File: config.mk
export PLATFORM = sky130hd
export DESIGN_NAME = flow_mem_arbiter
export DESIGN_NICKNAME = d
export VERILOG_FILES = /design/src/rtl/flow_arb_pkg.sv /design/src/rtl/flow_mem_arbiter_pick.sv /design/src/rtl/flow_mem_arbiter.sv
export SDC_FILE = /design/constraint.sdc
export NUM_CORES = 1
export LEC_CHECK = 0
export ABC_AREA = 1
export ABC_CLOCK_PERIOD_IN_PS = 4700
export BUFFER_PORTS_ARGS = -buffer_cell sky130_fd_sc_hd__buf_2
export CORE_ASPECT_RATIO = 0.7
export CORE_MARGIN = 5
export CORE_UTILIZATION = 50
export DETAILED_ROUTE_END_ITERATION = 8
export PLACE_DENSITY = 0.95
export SETUP_SLACK_MARGIN = 0.4
export SYNTH_ARGS = -nofsm -noshare
export SYNTH_HDL_FRONTEND = slang
export SYNTH_SLANG_ARGS = --single-unit
File: constraint.sdc
create_clock -name clk -period 4.7 [get_ports clk]
set_clock_uncertainty 0.2 [all_clocks]
set_input_delay 0.47 -clock clk [delete_from_list [all_inputs] [get_ports clk]]
set_output_delay 0.47 -clock clk [all_outputs]
set_load 0.01 [all_outputs]
File: src/rtl/flow_arb_pkg.sv
// Shared types and sizing helpers for the flow-table memory arbiter.
package flow_arb_pkg;

    typedef enum logic [1:0] {
        IDLE,
        ISSUE,
        WAIT,
        DONE
    } arb_state_t;

    // Watchdog counter width; TIMEOUT_CYC must fit in this many bits.
    localparam int WDOG_W = 16;

    function automatic int arb_idx_w(input int num_req);
        return (num_req < 2) ? 1 : $clog2(num_req);
    endfunction

endpackage

File: src/rtl/flow_mem_arbiter_pick.sv
// Combinational round-robin picker for the flow-table memory arbiter.
// With ARB_CTRL_PRIO_EN defined, requester 0 overrides the round-robin scan.
module rr_arb_pick #(
    parameter int NUM_REQ = 3,
    parameter int IDX_W   = 2
) (
    input  logic [NUM_REQ-1:0] req,
    input  logic [IDX_W-1:0]   ptr,
    output logic [NUM_REQ-1:0] grant,
    output logic [IDX_W-1:0]   idx,
    output logic               any_valid
);

    logic [NUM_REQ-1:0] rr_req;
    logic [IDX_W-1:0]   cand;
    logic [IDX_W-1:0]   rr_idx;
    logic               rr_found;

`ifdef ARB_CTRL_PRIO_EN
    assign rr_req    = req & {{(NUM_REQ-1){1'b1}}, 1'b0};
    assign any_valid = req[0] | rr_found;
`else
    assign rr_req    = req;
    assign any_valid = rr_found;
`endif

    // NOTE: every variable written here gets a default first, otherwise the
    // paths that skip an assignment would infer a latch.
    always_comb begin
        rr_found = 1'b0;
        rr_idx   = '0;
        cand     = '0;
        for (int i = 0; i < NUM_REQ; i++) begin
            cand = IDX_W'((int'(ptr) + i) % NUM_REQ);
            if (!rr_found && rr_req[cand]) begin
                rr_found = 1'b1;
                rr_idx   = cand;
            end
        end
    end

    always_comb begin
        idx   = rr_idx;
`ifdef ARB_CTRL_PRIO_EN
        if (req[0]) idx = '0;
`endif
        grant = '0;
        if (any_valid) grant[idx] = 1'b1;
    end

endmodule

File: src/rtl/flow_mem_arbiter.sv
// Shares the single flow-table memory port among NUM_REQ requesters, one
// transaction in flight, with a watchdog. Option macro: ARB_CTRL_PRIO_EN.
module flow_mem_arbiter
    import flow_arb_pkg::*;
#(
    parameter int NUM_REQ     = 3,
    parameter int ADDR_W      = 32,
    parameter int DATA_W      = 32,
    parameter int TIMEOUT_CYC = 64
) (
    input  logic                      clk,
    input  logic                      rst,
    input  logic [NUM_REQ-1:0]        req_ce_i,
    input  logic [NUM_REQ-1:0]        req_we_i,
    input  logic [NUM_REQ*ADDR_W-1:0] req_addr_i,
    input  logic [NUM_REQ*DATA_W-1:0] req_data_i,
    output logic [DATA_W-1:0]         req_data_o,
    output logic [NUM_REQ-1:0]        req_ready_o,
    output logic                      mem_ce_o,
    output logic                      mem_we_o,
    output logic [ADDR_W-1:0]         mem_addr_o,
    output logic [DATA_W-1:0]         mem_data_o,
    input  logic [DATA_W-1:0]         mem_data_i,
    input  logic                      mem_ack_i,
    output logic                      arb_timeout_o
);

    localparam int IDX_W = arb_idx_w(NUM_REQ);
    localparam logic [WDOG_W-1:0] WDOG_LAST = WDOG_W'(TIMEOUT_CYC - 1);

    arb_state_t          state_q, state_d;
    logic [IDX_W-1:0]    ptr_q, ptr_next;
    logic [IDX_W-1:0]    idx_q;
    logic                we_q;
    logic [WDOG_W-1:0]   wdog_q;

    logic [NUM_REQ-1:0]  pick_grant;
    logic [IDX_W-1:0]    pick_idx;
    logic                pick_valid;
    logic                grant_now, ack_now, timeout_now;

    logic [ADDR_W-1:0]   addr_arr [NUM_REQ];
    logic [DATA_W-1:0]   data_arr [NUM_REQ];

    always_comb begin
        for (int k = 0; k < NUM_REQ; k++) begin
            addr_arr[k] = req_addr_i[k*ADDR_W +: ADDR_W];
            data_arr[k] = req_data_i[k*DATA_W +: DATA_W];
        end
    end

    rr_arb_pick #(
        .NUM_REQ (NUM_REQ),
        .IDX_W   (IDX_W)
    ) u_pick (
        .req       (req_ce_i),
        .ptr       (ptr_q),
        .grant     (pick_grant),
        .idx       (pick_idx),
        .any_valid (pick_valid)
    );

    always_comb begin
        state_d     = state_q;
        grant_now   = 1'b0;
        ack_now     = 1'b0;
        timeout_now = 1'b0;
        unique case (state_q)
            IDLE: begin
                if (pick_valid) begin
                    grant_now = 1'b1;
                    state_d   = ISSUE;
                end
            end
            ISSUE: begin
                // An ack coinciding with the strobe completes the transaction.
                if (mem_ack_i) begin
                    ack_now = 1'b1;
                    state_d = DONE;
                end else begin
                    state_d = WAIT;
                end
            end
            WAIT: begin
                if (mem_ack_i) begin
                    ack_now = 1'b1;
                    state_d = DONE;
                end else if (wdog_q == WDOG_LAST) begin
                    timeout_now = 1'b1;
                    state_d     = DONE;
                end
            end
            DONE:    state_d = IDLE;
            default: state_d = IDLE;
        endcase
    end

`ifdef ARB_CTRL_PRIO_EN
    assign ptr_next = (idx_q == '0) ? ptr_q :
                      (idx_q == IDX_W'(NUM_REQ - 1)) ? '0 : idx_q + 1'b1;
`else
    assign ptr_next = (idx_q == IDX_W'(NUM_REQ - 1)) ? '0 : idx_q + 1'b1;
`endif

    // NOTE: sequential state uses non-blocking assignments so every register
    // samples pre-edge values regardless of statement order.
    always_ff @(posedge clk) begin
        if (!rst) state_q <= IDLE;
        else      state_q <= state_d;
    end

    always_ff @(posedge clk) begin
        if (!rst) begin
            ptr_q         <= '0;
            idx_q         <= '0;
            we_q          <= 1'b0;
            wdog_q        <= '0;
            req_ready_o   <= '1;
            req_data_o    <= '0;
            mem_ce_o      <= 1'b0;
            mem_we_o      <= 1'b0;
            mem_addr_o    <= '0;
            mem_data_o    <= '0;
            arb_timeout_o <= 1'b0;
        end else begin
            mem_ce_o      <= grant_now;
            arb_timeout_o <= timeout_now;

            if (grant_now) begin
                idx_q       <= pick_idx;
                we_q        <= req_we_i[pick_idx];
                mem_we_o    <= req_we_i[pick_idx];
                mem_addr_o  <= addr_arr[pick_idx];
                mem_data_o  <= data_arr[pick_idx];
                req_ready_o <= req_ready_o & ~pick_grant;
            end

            if (state_q == ISSUE)     wdog_q <= '0;
            else if (state_q == WAIT) wdog_q <= wdog_q + 1'b1;

            if (ack_now && !we_q) req_data_o <= mem_data_i;
            if (timeout_now)      req_data_o <= '0;

            if (state_q == DONE) begin
                req_ready_o[idx_q] <= 1'b1;
                ptr_q              <= ptr_next;
            end
        end
    end

endmodule

==> results.py, run 1 <==
metrics = {
    "critical_path": {
        "worst_r2r_endpoint": "mem_addr_o[30]$_SDFFE_PN0N_",
        "crit_type": "flop to flop",
        "crit_chain": "inv_1, ha_1, o21ai_1, nand2_2, nand3_2, nor2_1, nor2_4, buf_4, nand3_1, a21oi_1",
        "critPathLaunchType": "flop",
        "cpPeakStageDelay_ns": 0.65,
        "cp_slowest_cell": "nor2_4",
        "cp.arrival_ns": 3.33,
        "rrSetupSlack_ns": 1.49,
        "critPathTopFamily": "simple AND/OR/NAND/NOR gates",
        "cp.depth": 10,
        "cp_num_buf_inv": 2,
        "end_kind": "flop",
        "reg2reg_depth": 10,
        "cp.required_ns": 4.82,
        "crit_fanout": 36,
        "crit_start": "ptr_q[0]$_SDFFE_PN0N_",
        "crit_end": "mem_addr_o[30]$_SDFFE_PN0N_",
        "r2r_start": "ptr_q[0]$_SDFFE_PN0N_",
    },
    "cts": {
        "clockBufferDepth": 2,
        "post-cts-setup-buffers": 0,
        "clock_latency_ns": 0.40,
        "numCtsBuffers": 17,
        "htreeDepth": 4,
        "root_buffer": "clkbuf_16",
        "cts_sinks": 124,
        "post_cts_resize_count": 0,
        "postCtsHoldBufs": 0,
        "clk_pin_slew_ns": 0.06,
        "cts_tree": "built",
    },
    "sta": {
        "finalSetupViolations": 0,
        "max-slew-margin-rel_pct": 20.9,
        "holdWs_ns": 0.122,
        "tightest_slew_ns": 1.19,
        "fin_crit_ns": 3.21,
        "hold_viol_final": 0,
        "finalSetupTns_ns": 0,
        "setup_ws_ns": 1.49,
        "finalCritPeriodShare_pct": 68.2,
        "fmax_ghz": 0.312,
        "maxSlewViolCount": 0,
        "rsz0062_at_grt": "no",
    },
    "placed_design": {
        "hpwl_um": 15800,
        "pre_cts_ws_ns": 1.56,
        "port_buffers": 334,
        "gp_congestion": 0.931,
    },
    "routing": {
        "dr_total_vias": 7818,
        "vias_per_cell": 5.33,
        "routed_wl_um": 22200,
        "dr.pass1.iters": 6,
        "drt-initial-drc-count": 616,
        "post_drt_wl_per_cell_um": 15.1,
        "antenna_left": 0,
        "drc_errors": 0,
    },
    "global_route": {
        "grt_pass1_wl_um": 35200,
        "grt_max_degree": 72,
        "track_usage_pct": 27.0,
        "grt_pass1_vias": 7548,
        "antenna_found_initial": 0,
        "overflow": 0,
    },
    "synth": {
        "synthTopCellsByCount": "a21oi_1 (180), inv_1 (159), nand3_1 (153)",
        "synth_area_mm2": 0.00661,
        "synth.most_common_cell": "a21oi_1",
        "synth_fp_nets": 1239,
        "ys_seq_area_share_pct": 37.5,
        "synthCells": 996,
        "synth_area_leader_cell": "dfxtp_1",
        "synth_ff_type": "dfxtp_1",
        "synth-seq-cells": 124,
        "avgSynthCellArea_um2": 6.64,
        "async_flop_share_pct": 0,
        "yosys_warnings": 0,
        "synth.area.top_cells": "dfxtp_1 (38%), a21oi_1 (14%), nand3_1 (12%)",
        "ys_types": 31,
        "synth_top_area_share_pct": 37.5,
        "synth_enable_flop_cells": 0,
    },
    "power": {
        "peakVddDrop_v": 0.000396,
        "power.leakage_uw": 0.00478,
        "p_per_area_mw_per_mm2": 623,
    },
    "worst_hold_path": {
        "hp-class": "input port to flop",
    },
    "die": {
        "start_util_pct": 50.7,
        "core_area_mm2": 0.0131,
        "fp.dieW_um": 147,
        "die_y_um": 106,
        "die-area_mm2": 0.0157,
        "rows": 35,
        "ios": 335,
    },
    "layout": {
        "fill_cells": 1111,
        "area_delta_synth_final_pct": 33.7,
        "fin_nets": 1532,
        "diodes": 0,
        "drive_gt1_share_pct": 30.0,
    },
    "run": {
        "maxCapViolations": 0,
    },
    "outcome": {
        "status": "finished clean",
    },
}
cells by family after synthesis:
kind of cell | after synthesis | synth area share [%]
compound gates | 261 | 19.9
fa+ha+maj | 10 | 1.89
buf+inv | 231 | 14.3
flops | 124 | 37.5
simple gates | 370 | 26.4
registers in the layout, indices dropped and copies added, names as in the netlist:
signal and cells:
arb_timeout_o 1, idx_q 2, mem_addr_o 32, mem_ce_o 1
mem_data_o 32, ptr_q 2, req_data_o 32, req_ready_o 3
state_q 2, wdog_q 16, we_q 1
per-stage QoR:
| stage | instance area, µm² | utilization (%) | instances | power (µW) |
|---|---|---|---|---|
| 3_5_place_dp | 8230 | 63.1 | 1436 | 4150 |
| 4_1_cts | 8840 | 67.7 | 1468 | 5510 |
| 2_1_floorplan | 6610 | - | 996 | 3320 |
| 3_3_place_gp | 8230 | 63.1 | 1436 | 4060 |
| 6_report | 8840 | 67.7 | 1468 | 5510 |
| 5_1_grt | 8840 | 67.7 | 1468 | 5920 |
routing by layer:
layer	vias to the layer above	GRT usage [%]	wire length [µm]
met5	-	0	0
li1	3816	-	-
met4	0	9.44	543
met3	52	7.33	2160
met1	3516	34.1	8970
met2	434	44.8	10500
worst min-delay path, stage by stage:
cell	delay, ns
buf_2	0.09
nand2b_1	0.05
a21oi_1	0.06
report_power, final:
group / switching (µW) / internal [µW] / total [µW] / leakage (µW)
logic: 1630 / 896 / 2520 / 0.00346
clock network: 517 / 824 / 1340 / 0.000297
registers: 211 / 1430 / 1650 / 0.00102
cell usage in the layout (no fill, tap or decap), types with 2 or more instances in the layout:
cell / n
a21oi_1: 180
dfxtp_1: 124
nor3_1: 7
nand4_1: 3
inv_2: 4
ha_1: 10
inv_6: 5
buf_4: 8
clkinv_4: 3
clkbuf_8: 2
clkbuf_16: 17
nand2_2: 6
bufinv_16: 2
nor4_1: 2
o21ai_1: 13
nand2_1: 136
nor2_1: 23
nand2b_1: 32
buf_2: 334
o21ai_0: 64
nand3_2: 3
nand3_1: 153
inv_1: 159
worst min path at each step:
stage,startpoint,end,slack [ns],cells after the start
final,mem_data_i[4],req_data_o[4]$_SDFFE_PP0P_,0.12,3
after global routing,mem_data_i[14],req_data_o[14]$_SDFFE_PP0P_,0.12,3
after CTS,mem_data_i[11],req_data_o[11]$_SDFFE_PP0P_,0.11,3
after detailed placement,req_data_o[7]$_SDFFE_PP0P_,req_data_o[7]$_SDFFE_PP0P_,0.25,2
after global placement,req_ready_o[0]$_SDFF_PN1_,req_ready_o[0]$_SDFF_PN1_,0.24,2
after floorplan,wdog_q[3]$_SDFFE_PP0P_,wdog_q[3]$_SDFFE_PP0P_,0.24,1
layout make-up:
type	instances	area (µm²)	area share, %
Multi-Input combinational cell	641	3200	36.2
Inverter	163	612	6.92
Clock buffer	19	453	5.12
Tap cell	166	208	2.35
Clock inverter	13	154	1.74
Timing Repair Buffer	342	1730	19.6
Sequential cell	124	2480	28.1
(Power assumes the default switching activity.)
==> inputs of run 2 (changes only) <==
ABC_CLOCK_PERIOD_IN_PS = 3300   (was 4700)
CORE_UTILIZATION = 46   (was 50)
PLACE_DENSITY = 0.92   (was 0.95)
clock period = 3.3 ns   (was 4.7 ns; I/O delays follow)
==> run 2 against run 1 <==
Sequential cell count unchanged; sequential share of layout area down 1.7 points; cell area is 6.5% higher; cell count rose by 5.4%; register-to-register slack worse by 0.85 ns; combinational power is 50% higher; setup slack got worse by 0.85 ns; wire length increased by 10%; clock power rose by 40%; largest power group unchanged.
==> results.py, run 2 (synthesis results as in run 1) <==
metrics = {
    "power": {
        "power_frac_comb_pct": 47.2,
        "net-switching-power_uw": 3480,
        "p_int_uw": 4520,
        "peakVddDrop_v": 0.000576,
        "swShare_pct": 43.5,
        "power.leakage_uw": 0.00501,
        "p_per_area_mw_per_mm2": 850,
        "seq_power_share_pct": 29.3,
        "p_clk_share_pct": 23.5,
    },
    "critical_path": {
        "cp.arrival_ns": 2.79,
        "critPathLaunchType": "flop",
        "end_kind": "flop",
        "crit_chain": "inv_1, ha_1, inv_2, nand2_1, nand3_1, nand2_2, nand3_1, nand2_2, buf_4, a21oi_1, a21oi_1",
        "cp_slowest_cell": "buf_4",
        "cp.required_ns": 3.43,
        "crit_fanout": 67,
        "cpPeakStageDelay_ns": 0.62,
        "crit_type": "flop to flop",
    },
    "placed_design": {
        "hpwl_um": 16400,
        "port_buffers": 334,
        "pre_cts_ws_ns": 0.695,
        "gp_congestion": 0.915,
        "placed_cell_area_mm2": 0.00836,
    },
    "sta": {
        "tightest_slew_ns": 0.772,
        "finalSetupTns_ns": 0,
        "max-slew-margin-rel_pct": 48.6,
        "hold_viol_final": 0,
        "maxSlewViolCount": 0,
        "fin_crit_ns": 2.66,
        "fmax_ghz": 0.376,
        "setup_ws_ns": 0.640,
        "rsz0062_at_grt": "no",
        "finalSetupViolations": 0,
        "finalCritPeriodShare_pct": 80.6,
    },
    "layout": {
        "drive_gt1_share_pct": 29.5,
        "final_common_cell": "buf_2",
        "area_delta_synth_final_pct": 42.4,
        "largestRegisters": "mem_addr_o (32), mem_data_o (32), req_data_o (32)",
        "mostFrequentLayoutCells": "buf_2 (334), a21oi_1 (180), inv_1 (159)",
        "fin_area_mm2": 0.00942,
        "fin_nets": 1587,
    },
    "worst_hold_path": {
        "hp-class": "input port to flop",
    },
    "cts": {
        "cts_sinks": 124,
        "cts_tree": "built",
        "htreeDepth": 4,
        "post_cts_resize_count": 0,
        "clock_latency_ns": 0.41,
        "numCtsBuffers": 17,
        "clk_pin_slew_ns": 0.06,
        "clockBufferDepth": 2,
        "root_buffer": "clkbuf_16",
    },
    "die": {
        "core_area_mm2": 0.0140,
        "fp.dieW_um": 153,
        "start_util_pct": 47.2,
        "die-area_mm2": 0.0169,
        "rows": 36,
        "ios": 335,
        "die_y_um": 110,
    },
    "global_route": {
        "track_usage_pct": 27.4,
        "grt_pass1_wl_um": 37700,
        "grt_pass1_vias": 7864,
        "grt_max_degree": 68,
        "antenna_found_initial": 2,
        "overflow": 0,
    },
    "routing": {
        "antenna_left": 0,
        "drc_errors": 0,
        "dr_total_vias": 8152,
        "dr.pass1.iters": 5,
        "routed_wl_um": 24400,
        "drt-initial-drc-count": 586,
        "post_drt_wl_per_cell_um": 15.8,
        "vias_per_cell": 5.27,
    },
    "outcome": {
        "status": "finished clean",
    },
    "run": {
        "maxCapViolations": 0,
    },
}
==> run 2: what timing repair did <==
action	4_1_cts	5_1_grt
hold buffers	46	0
setup buffers	0	0
hold endpoints to repair	46	0
==> run 2: path summary, 6_finish.rpt <==
kind,startpoint,to,depth (start not counted),slack [ns]
hold / removal,req_data_i[90],mem_data_o[26]$_SDFFE_PN0N_,3,0.02
setup reg to reg,ptr_q[0]$_SDFFE_PN0N_,mem_data_o[25]$_SDFFE_PN0N_,11,0.64
hold reg to reg,req_data_o[10]$_SDFFE_PP0P_,req_data_o[10]$_SDFFE_PP0P_,2,0.26
setup / recovery,ptr_q[0]$_SDFFE_PN0N_,mem_data_o[25]$_SDFFE_PN0N_,11,0.64
==> run 2: routing by layer <==
metal  share of wire [%]  vias to the layer above  global-route usage, %
met5               0.053                        -                      0
met4                 3.2                        2                   12.7
met3                 8.5                       59                   7.14
met2                  48                      442                   47.0
met1                  40                     3707                   32.8
li1                    -                     3942                      -
==> run 2: cell type report <==
| cell class | instances | area [µm²] |
|---|---|---|
| Antenna cell | 1 | 2.50 |
| Sequential cell | 124 | 2480 |
| Tap cell | 190 | 238 |
| Clock inverter | 15 | 170 |
| Clock buffer | 17 | 425 |
| Multi-Input combinational cell | 641 | 3200 |
| Fill cell | 1140 | 4590 |
| Inverter | 163 | 612 |
| Timing Repair Buffer | 397 | 2280 |
==> run 2: worst max-delay path, delay by kind of cell (launching register included) <==
kind | cells | cell delay (ns)
flops | 1 | 0.39
simple gates | 5 | 0.48
fa+ha+maj | 1 | 0.41
compound gates | 2 | 0.31
buf+inv | 3 | 0.78
==> run 2: through the flow <==
stage	hold WS [ns]	power (µW)	cells	utilization [%]
after floorplan	0.243	4730	996	-
after CTS	0.000240	7990	1547	67.2
final	0.0160	8000	1548	67.2
after detailed placement	0.249	6050	1469	59.7
after global placement	0.245	5920	1469	59.7
after global routing	0.0110	8580	1548	67.2
==> run 2: power groups by stage <==
| stage | Combinational (µW) | Clock [µW] | Sequential [µW] |
|---|---|---|---|
| after global placement | 3590 | 0 | 2330 |
| after global routing | 4200 | 1980 | 2400 |
| after detailed placement | 3710 | 0 | 2340 |
| final | 3780 | 1880 | 2350 |
| after CTS | 3750 | 1900 | 2330 |
| after floorplan | 2180 | 0 | 2560 |
